## src/rtl/jt51_timer_ctrl.sv

```systemverilog
`default_nettype none
// +----------------------------------------------------------------------------+
// | jt51_timer_ctrl : YM2151 CPU register front end driving the timer pair.    |
// | Optional macro JT51_CSM_EN adds composite sine mode (csm / csm_keyon).     |
// | Revision: 1.0                                                              |
// +----------------------------------------------------------------------------+
module jt51_timer_ctrl #(
   parameter int BUSY_CYCLES = 32
) (
   input  logic       clk,
   input  logic       rst_n,
   input  logic       cs_n,
   input  logic       wr_n,
   input  logic       a0,
   input  logic [7:0] din,
   output logic [7:0] dout,
   input  logic       flag_A,
   input  logic       flag_B,
   input  logic       overflow_A,
   output logic [9:0] value_A,
   output logic [7:0] value_B,
   output logic       load_A,
   output logic       load_B,
   output logic       clr_run_A,
   output logic       clr_run_B,
   output logic       set_run_A,
   output logic       set_run_B,
   output logic       clr_flag_A,
   output logic       clr_flag_B,
   output logic       enable_irq_A,
   output logic       enable_irq_B,
   output logic       csm,
   output logic       csm_keyon
);

   localparam logic [7:0] BUSY_LOAD = 8'(BUSY_CYCLES);

   logic       strobe;
   logic       strobe_q;
   logic       wr_ev;
   logic       data_ev;
   logic       busy;
   logic       run_a;
   logic       run_b;
   logic [7:0] addr;
   logic [7:0] busy_cnt;

   // strobe_q resets to "active" so a strobe held low across reset release is not an edge
   assign strobe  = ~(cs_n | wr_n);
   assign wr_ev   = strobe & ~strobe_q;
   assign data_ev = wr_ev & a0;
   assign busy    = (busy_cnt != 8'd0);

   assign set_run_A = 1'b0;
   assign set_run_B = 1'b0;

   always_ff @(posedge clk) begin
      if (!rst_n) begin
         strobe_q     <= 1'b1;
         addr         <= 8'd0;
         value_A      <= 10'd0;
         value_B      <= 8'd0;
         run_a        <= 1'b0;
         run_b        <= 1'b0;
         enable_irq_A <= 1'b0;
         enable_irq_B <= 1'b0;
         load_A       <= 1'b0;
         load_B       <= 1'b0;
         clr_run_A    <= 1'b0;
         clr_run_B    <= 1'b0;
         clr_flag_A   <= 1'b0;
         clr_flag_B   <= 1'b0;
         busy_cnt     <= 8'd0;
         dout         <= 8'd0;
      end else begin
         strobe_q   <= strobe;
         load_A     <= 1'b0;
         load_B     <= 1'b0;
         clr_run_A  <= 1'b0;
         clr_run_B  <= 1'b0;
         clr_flag_A <= 1'b0;
         clr_flag_B <= 1'b0;

         if (wr_ev && !a0)
            addr <= din;

         if (data_ev) begin
            case (addr)
               8'h10: value_A[9:2] <= din;
               8'h11: value_A[1:0] <= din[1:0];
               8'h12: value_B      <= din;
               8'h14: begin
                  // run bits act on transitions only: 0->1 loads, 1->0 stops
                  load_A       <= din[0] & ~run_a;
                  clr_run_A    <= ~din[0] & run_a;
                  load_B       <= din[1] & ~run_b;
                  clr_run_B    <= ~din[1] & run_b;
                  run_a        <= din[0];
                  run_b        <= din[1];
                  enable_irq_A <= din[2];
                  enable_irq_B <= din[3];
                  clr_flag_A   <= din[4];
                  clr_flag_B   <= din[5];
               end
               default: ;
            endcase
         end

         if (data_ev)
            busy_cnt <= BUSY_LOAD;
         else if (busy)
            busy_cnt <= busy_cnt - 8'd1;

         dout <= {busy, 5'b00000, flag_B, flag_A};
      end
   end

`ifdef JT51_CSM_EN
   // key-on uses csm as it stood before any same-cycle register write
   always_ff @(posedge clk) begin
      if (!rst_n) begin
         csm       <= 1'b0;
         csm_keyon <= 1'b0;
      end else begin
         csm_keyon <= overflow_A & csm;
         if (data_ev && (addr == 8'h14))
            csm <= din[7];
      end
   end
`else
   logic unused_overflow;
   assign unused_overflow = overflow_A;
   assign csm             = 1'b0;
   assign csm_keyon       = 1'b0;
`endif

endmodule
`default_nettype wire

```

## config.mk

```make
export PLATFORM = sky130hd
export DESIGN_NAME = jt51_timer_ctrl
export DESIGN_NICKNAME = d
export VERILOG_FILES = /design/src/rtl/jt51_timer_ctrl.sv
export SDC_FILE = /design/constraint.sdc
export NUM_CORES = 1
export LEC_CHECK = 0
export CELL_PAD_IN_SITES_DETAIL_PLACEMENT = 0
export CELL_PAD_IN_SITES_GLOBAL_PLACEMENT = 1
export CORE_AREA = 2 2 82 84
export CTS_CLUSTER_DIAMETER = 60
export DETAILED_ROUTE_END_ITERATION = 10
export DIE_AREA = 0 0 84 86
export PLACE_DENSITY_LB_ADDON = 0.08
export SYNTH_ARGS = -nofsm -noshare
export SYNTH_HDL_FRONTEND = slang
export SYNTH_SLANG_ARGS = --single-unit
```

## constraint.sdc

```tcl
create_clock -name clk -period 1.7 [get_ports clk]
set_input_delay 0.17 -clock clk [delete_from_list [all_inputs] [get_ports clk]]
set_output_delay 0.17 -clock clk [all_outputs]
set_load 0.03 [all_outputs]
```

# Word level (Yosys, flattened, before mapping)
# Index checks and enable logic that the tools add are counted.
# totals
reg_bits	53
latchBits	0
ramBits	0
mem_bits_ro	0
n_memories	0
# classes
add_sub_neg	1
mul	0
div	0
n_lt_le_gt_ge	0
n_eq_ne	4
n_shift	0
muxes	2
n_bitwise	14
reduce_logical	10
# op_table
cell	count
$eq 8x5->1 const B	4
$mux 6	2
$reduce_and 2->1	4
$reduce_bool 8->1	1
$sub 8x1->8 const B	1
$not 1->1	7
$and 1x1->1	6
$reduce_and 3->1	1
$reduce_bool 2->1	1
$reduce_or 2->1	1
$logic_and 1x1->1	1
$logic_not 1->1	1
$or 1x1->1	1

# Longest topological paths before layout
# logic_depth
ltp_word	5
ltp_mapped	5
ltp_nobuf	5

# Least setup slack after synthesis
# No wires, ideal clock.
# synth_timing
path_type	reg-to-reg
from	register busy_cnt[2]
to	register busy_cnt[6]
setup_ns	0.071
t_arrival_ns	1.615
required_time_ns	1.629
slack_ns	0.014
stages_incl_launch_ff	6
period_less_slack_ns	1.686
path_cell_list	dfxtp_1 > buf_6 > or4_1 > buf_2 > or4_1 > a21oi_1
# synth_via
elab_chain_cells	1
word_cells_on_any_way	2
cone_classes	1 x add/sub; 1 x reduce/logical
# synth_rtl
item	line	rtl
start, declared	46	logic [7:0] busy_cnt;
start signal, assigned	112	busy_cnt <= busy_cnt - 8'd1;
$sub 8x1->8 / $reduce_bool 8->1 (equally long branches)	112, 52	
# Several ways; a longest one is shown, not always the timed one.
# A chain may end at the register's enable or synchronous reset.

# Final worst setup path
# Same ends and word-level chain as after synthesis.

==> summary.md <==
| Metric | Value |
|---|---|
| MaxCap Viol Count | `0` |
| Total Routed Length | `4260 um` |
| Crit-path max cell delay | `580 ps` |
| Fmax | `0.636 GHz` |
| Startpoint Class | `register` |
| Worst VDD drop | `0.424 mV` |
| Fin cells | `336` |
| Vias | `1538` |
| Crit-path cells | `or4_1 > or4_1 > a21oi_1` |
| Setup tns final | `0 ps` |
| Worst-skew pair later-pin latency | `300 ps` |
| Top layer reached by signal wires | `met4` |
| Top_reg_cell synth | `dfxtp_1` |
| Dpl cells | `328` |
| Drt drc | `0` |
| Antenna-violating nets left | `0` |
| Final worst path period share | `0.924` |
| Global-route wire length before repair | `7070 um` |
| Setup CP Type | `register to register` |
| Row count | `29` |
| Synth Warn # | `0` |
| Initial core utilization | `0.315` |
| Congestion Overflow GR | `0` |
| Routability congestion estimate | `0.778` |
| Cts bufs inserted | `5` |
| Register area share after synthesis | `0.486` |
| Core area | `6280 um^2` |
| Hold WS | `444 ps` |
| Outcome | `completed` |
| Area Overhead vs Synth | `36.3%` |
| Syn avg cell area | `9.98 um^2` |
| Worst slack, placed | `-69.7 ps` |
| Setup violators final | `0` |
| Drt wl/cell | `12.7 um` |
| DIE AREA | `7220 um^2` |
| Global Route Usage Sum | `0.123` |
| Ant diodes | `0` |
| Leakage | `0.00108 uW` |
| Yosys reg bits | `48` |
| Crit path max-delay family | `simple AND/OR/NAND/NOR gates` |
| IO buf count | `43` |
| Most frequent CP cell | `or4_1` |
| Die Y | `86 um` |
| Met2 WL | `1910 um` |
| Post-CTS Hold Fix Bufs | `0` |
| Mapped Area | `1980 um^2` |
| Drt first pass iters | `4` |
| Top-Level Pins | `54` |
| Most frequent cells in the layout | `dfxtp_1 (48), clkdlybuf4s50_1 (43), nand2_1 (31)` |
| Final HPWL DP | `3070 um` |
| Worst Slack Setup Final | `128 ps` |
| H-Tree Level Count | `2` |
| Vias in the first global route | `1555` |
| Largest net degree at the start of global routing | `35` |
| Post-Synthesis Cells | `198` |
| Total power per unit cell area | `1110 nW/um^2` |
| Clk slew on worst S/H paths | `90 ps` |
| Util after Layout | `0.429` |
| Unrepaired setup endpoints after global routing | `no` |
| Slowest cell on crit path | `or4_1` |
| Met3 WL | `189 um` |
| Most common cell after layout, fill and taps aside | `dfxtp_1` |
| Clock sink count | `48` |
| WP buf/inv | `0` |
| Clock Skews | `9.98 ps` |
| Maximum fanout along the worst path | `4` |
| Hold Violations, Final | `0` |
| Worst setup EP type | `register` |
| Setup bufs post-CTS | `0` |
| CP Data Arrival Time | `1800 ps` |
| Via density | `4.58` |
| Hold crit path type | `register to register` |
| FFs w/ async S/R, synth | `0` |
| Layout cell share with drive strength beyond 1 | `0.116` |
| Met1 WL | `2080 um` |
| Clock Path Buffers | `2` |
| Worst EP required | `1930 ps` |
| CTS tree | `built` |
| Clock root cell | `clkbuf_8` |
| Slew Limit Fails | `0` |
| Drt initial violations | `53` |
| Die X | `84 um` |
| Yosys cell types | `33` |
| Final nets | `276` |
| Initial antenna violation count | `0` |
| Count of flip-flops with a built-in enable after synthesis | `0` |
| Fin crit period | `1570 ps` |
final cells by class:
type / count / area (um^2)
inverters: 5 / 18.8
fillers: 625 / 3580
well taps: 77 / 96.3
multi-input cells: 135 / 918
flip-flops and latches: 48 / 961
repair buffers: 63 / 593
clock inverters: 2 / 35.0
clock buffers: 6 / 72.6
final timing paths:
| check | start | endpoint | slack (ps) | cells after the start |
|---|---|---|---|---|
| max | busy_cnt[2] | busy_cnt[6] | 130 | 3 |
| min | run_a | load_A | 440 | 1 |
| max reg2reg | busy_cnt[2] | busy_cnt[6] | 130 | 3 |
| min reg2reg | run_a | load_A | 440 | 1 |
where the power goes:
| part | switching (uW) | internal, uW | total (uW) |
|---|---|---|---|
| combinational | 446 | 442 | 887 |
| clock | 374 | 437 | 811 |
| sequential | 76.2 | 1230 | 1310 |
synthesized netlist by cell type (2+ instances only):
master / number / area share
or4_1: 3 / 0.011
nand4b_1: 5 / 0.022
nor3_1: 8 / 0.020
mux2i_1: 30 / 0.15
nor4b_1: 2 / 0.0089
nor2b_1: 8 / 0.025
nor3b_1: 8 / 0.030
ha_1: 2 / 0.013
nor2_1: 4 / 0.0076
dfxtp_1: 48 / 0.49
xnor2_1: 2 / 0.0089
o21ai_0: 4 / 0.010
inv_1: 5 / 0.0095
clkbuf_1: 6 / 0.011
buf_4: 9 / 0.034
buf_2: 2 / 0.0051
nand2_1: 31 / 0.059
and2_1: 3 / 0.0095
a21oi_1: 4 / 0.010
registers in the layout, summed over array words and instances (netlist names):
name,flops
value_A,10
addr,8
busy_cnt,8
value_B,8
dout,3
clr_flag_A,1
clr_flag_B,1
clr_run_A,1
clr_run_B,1
enable_irq_A,1
enable_irq_B,1
load_A,1
load_B,1
run_a,1
run_b,1
strobe_q,1
repair_timing:
| item | CTS | global route |
|---|---|---|
| endpoints found under the setup margin | 0 | 1 |
| gates resized for setup | 0 | 1 |
| hold endpoints to repair | 0 | 0 |
cell families (layout without fill, tap and decap cells):
logic type                 Yosys count  count (layout)  synth area share
xor gates and xnor gates             2               2           0.00886
and+or+nand+nor                     81              81             0.240
AOI/OAI and AO/OA                   11              11            0.0329
buffers and inverters               23              76            0.0658
adders and majority gates            2               2            0.0127
DFF                                 48              48             0.486
muxes                               30              30             0.152
other                                1               9           0.00190
per-stage QoR:
| stage | total power, uW | cell area (um^2) |
|---|---|---|
| 2_1_floorplan | 1910 | 2010 |
| 3_3_place_gp | 2220 | 2580 |
| 3_5_place_dp | 2200 | 2580 |
| 4_1_cts | 3030 | 2690 |
| 5_1_grt | 3230 | 2700 |
| 6_report | 3000 | 2700 |
metal layers:
metal	global-route usage	vias up
met4	0.0572	0
met5	0	-
met2	0.196	38
li1	-	779
met1	0.158	714
met3	0.0298	7
No activity file was read; power rests on OpenSTA's default activity.
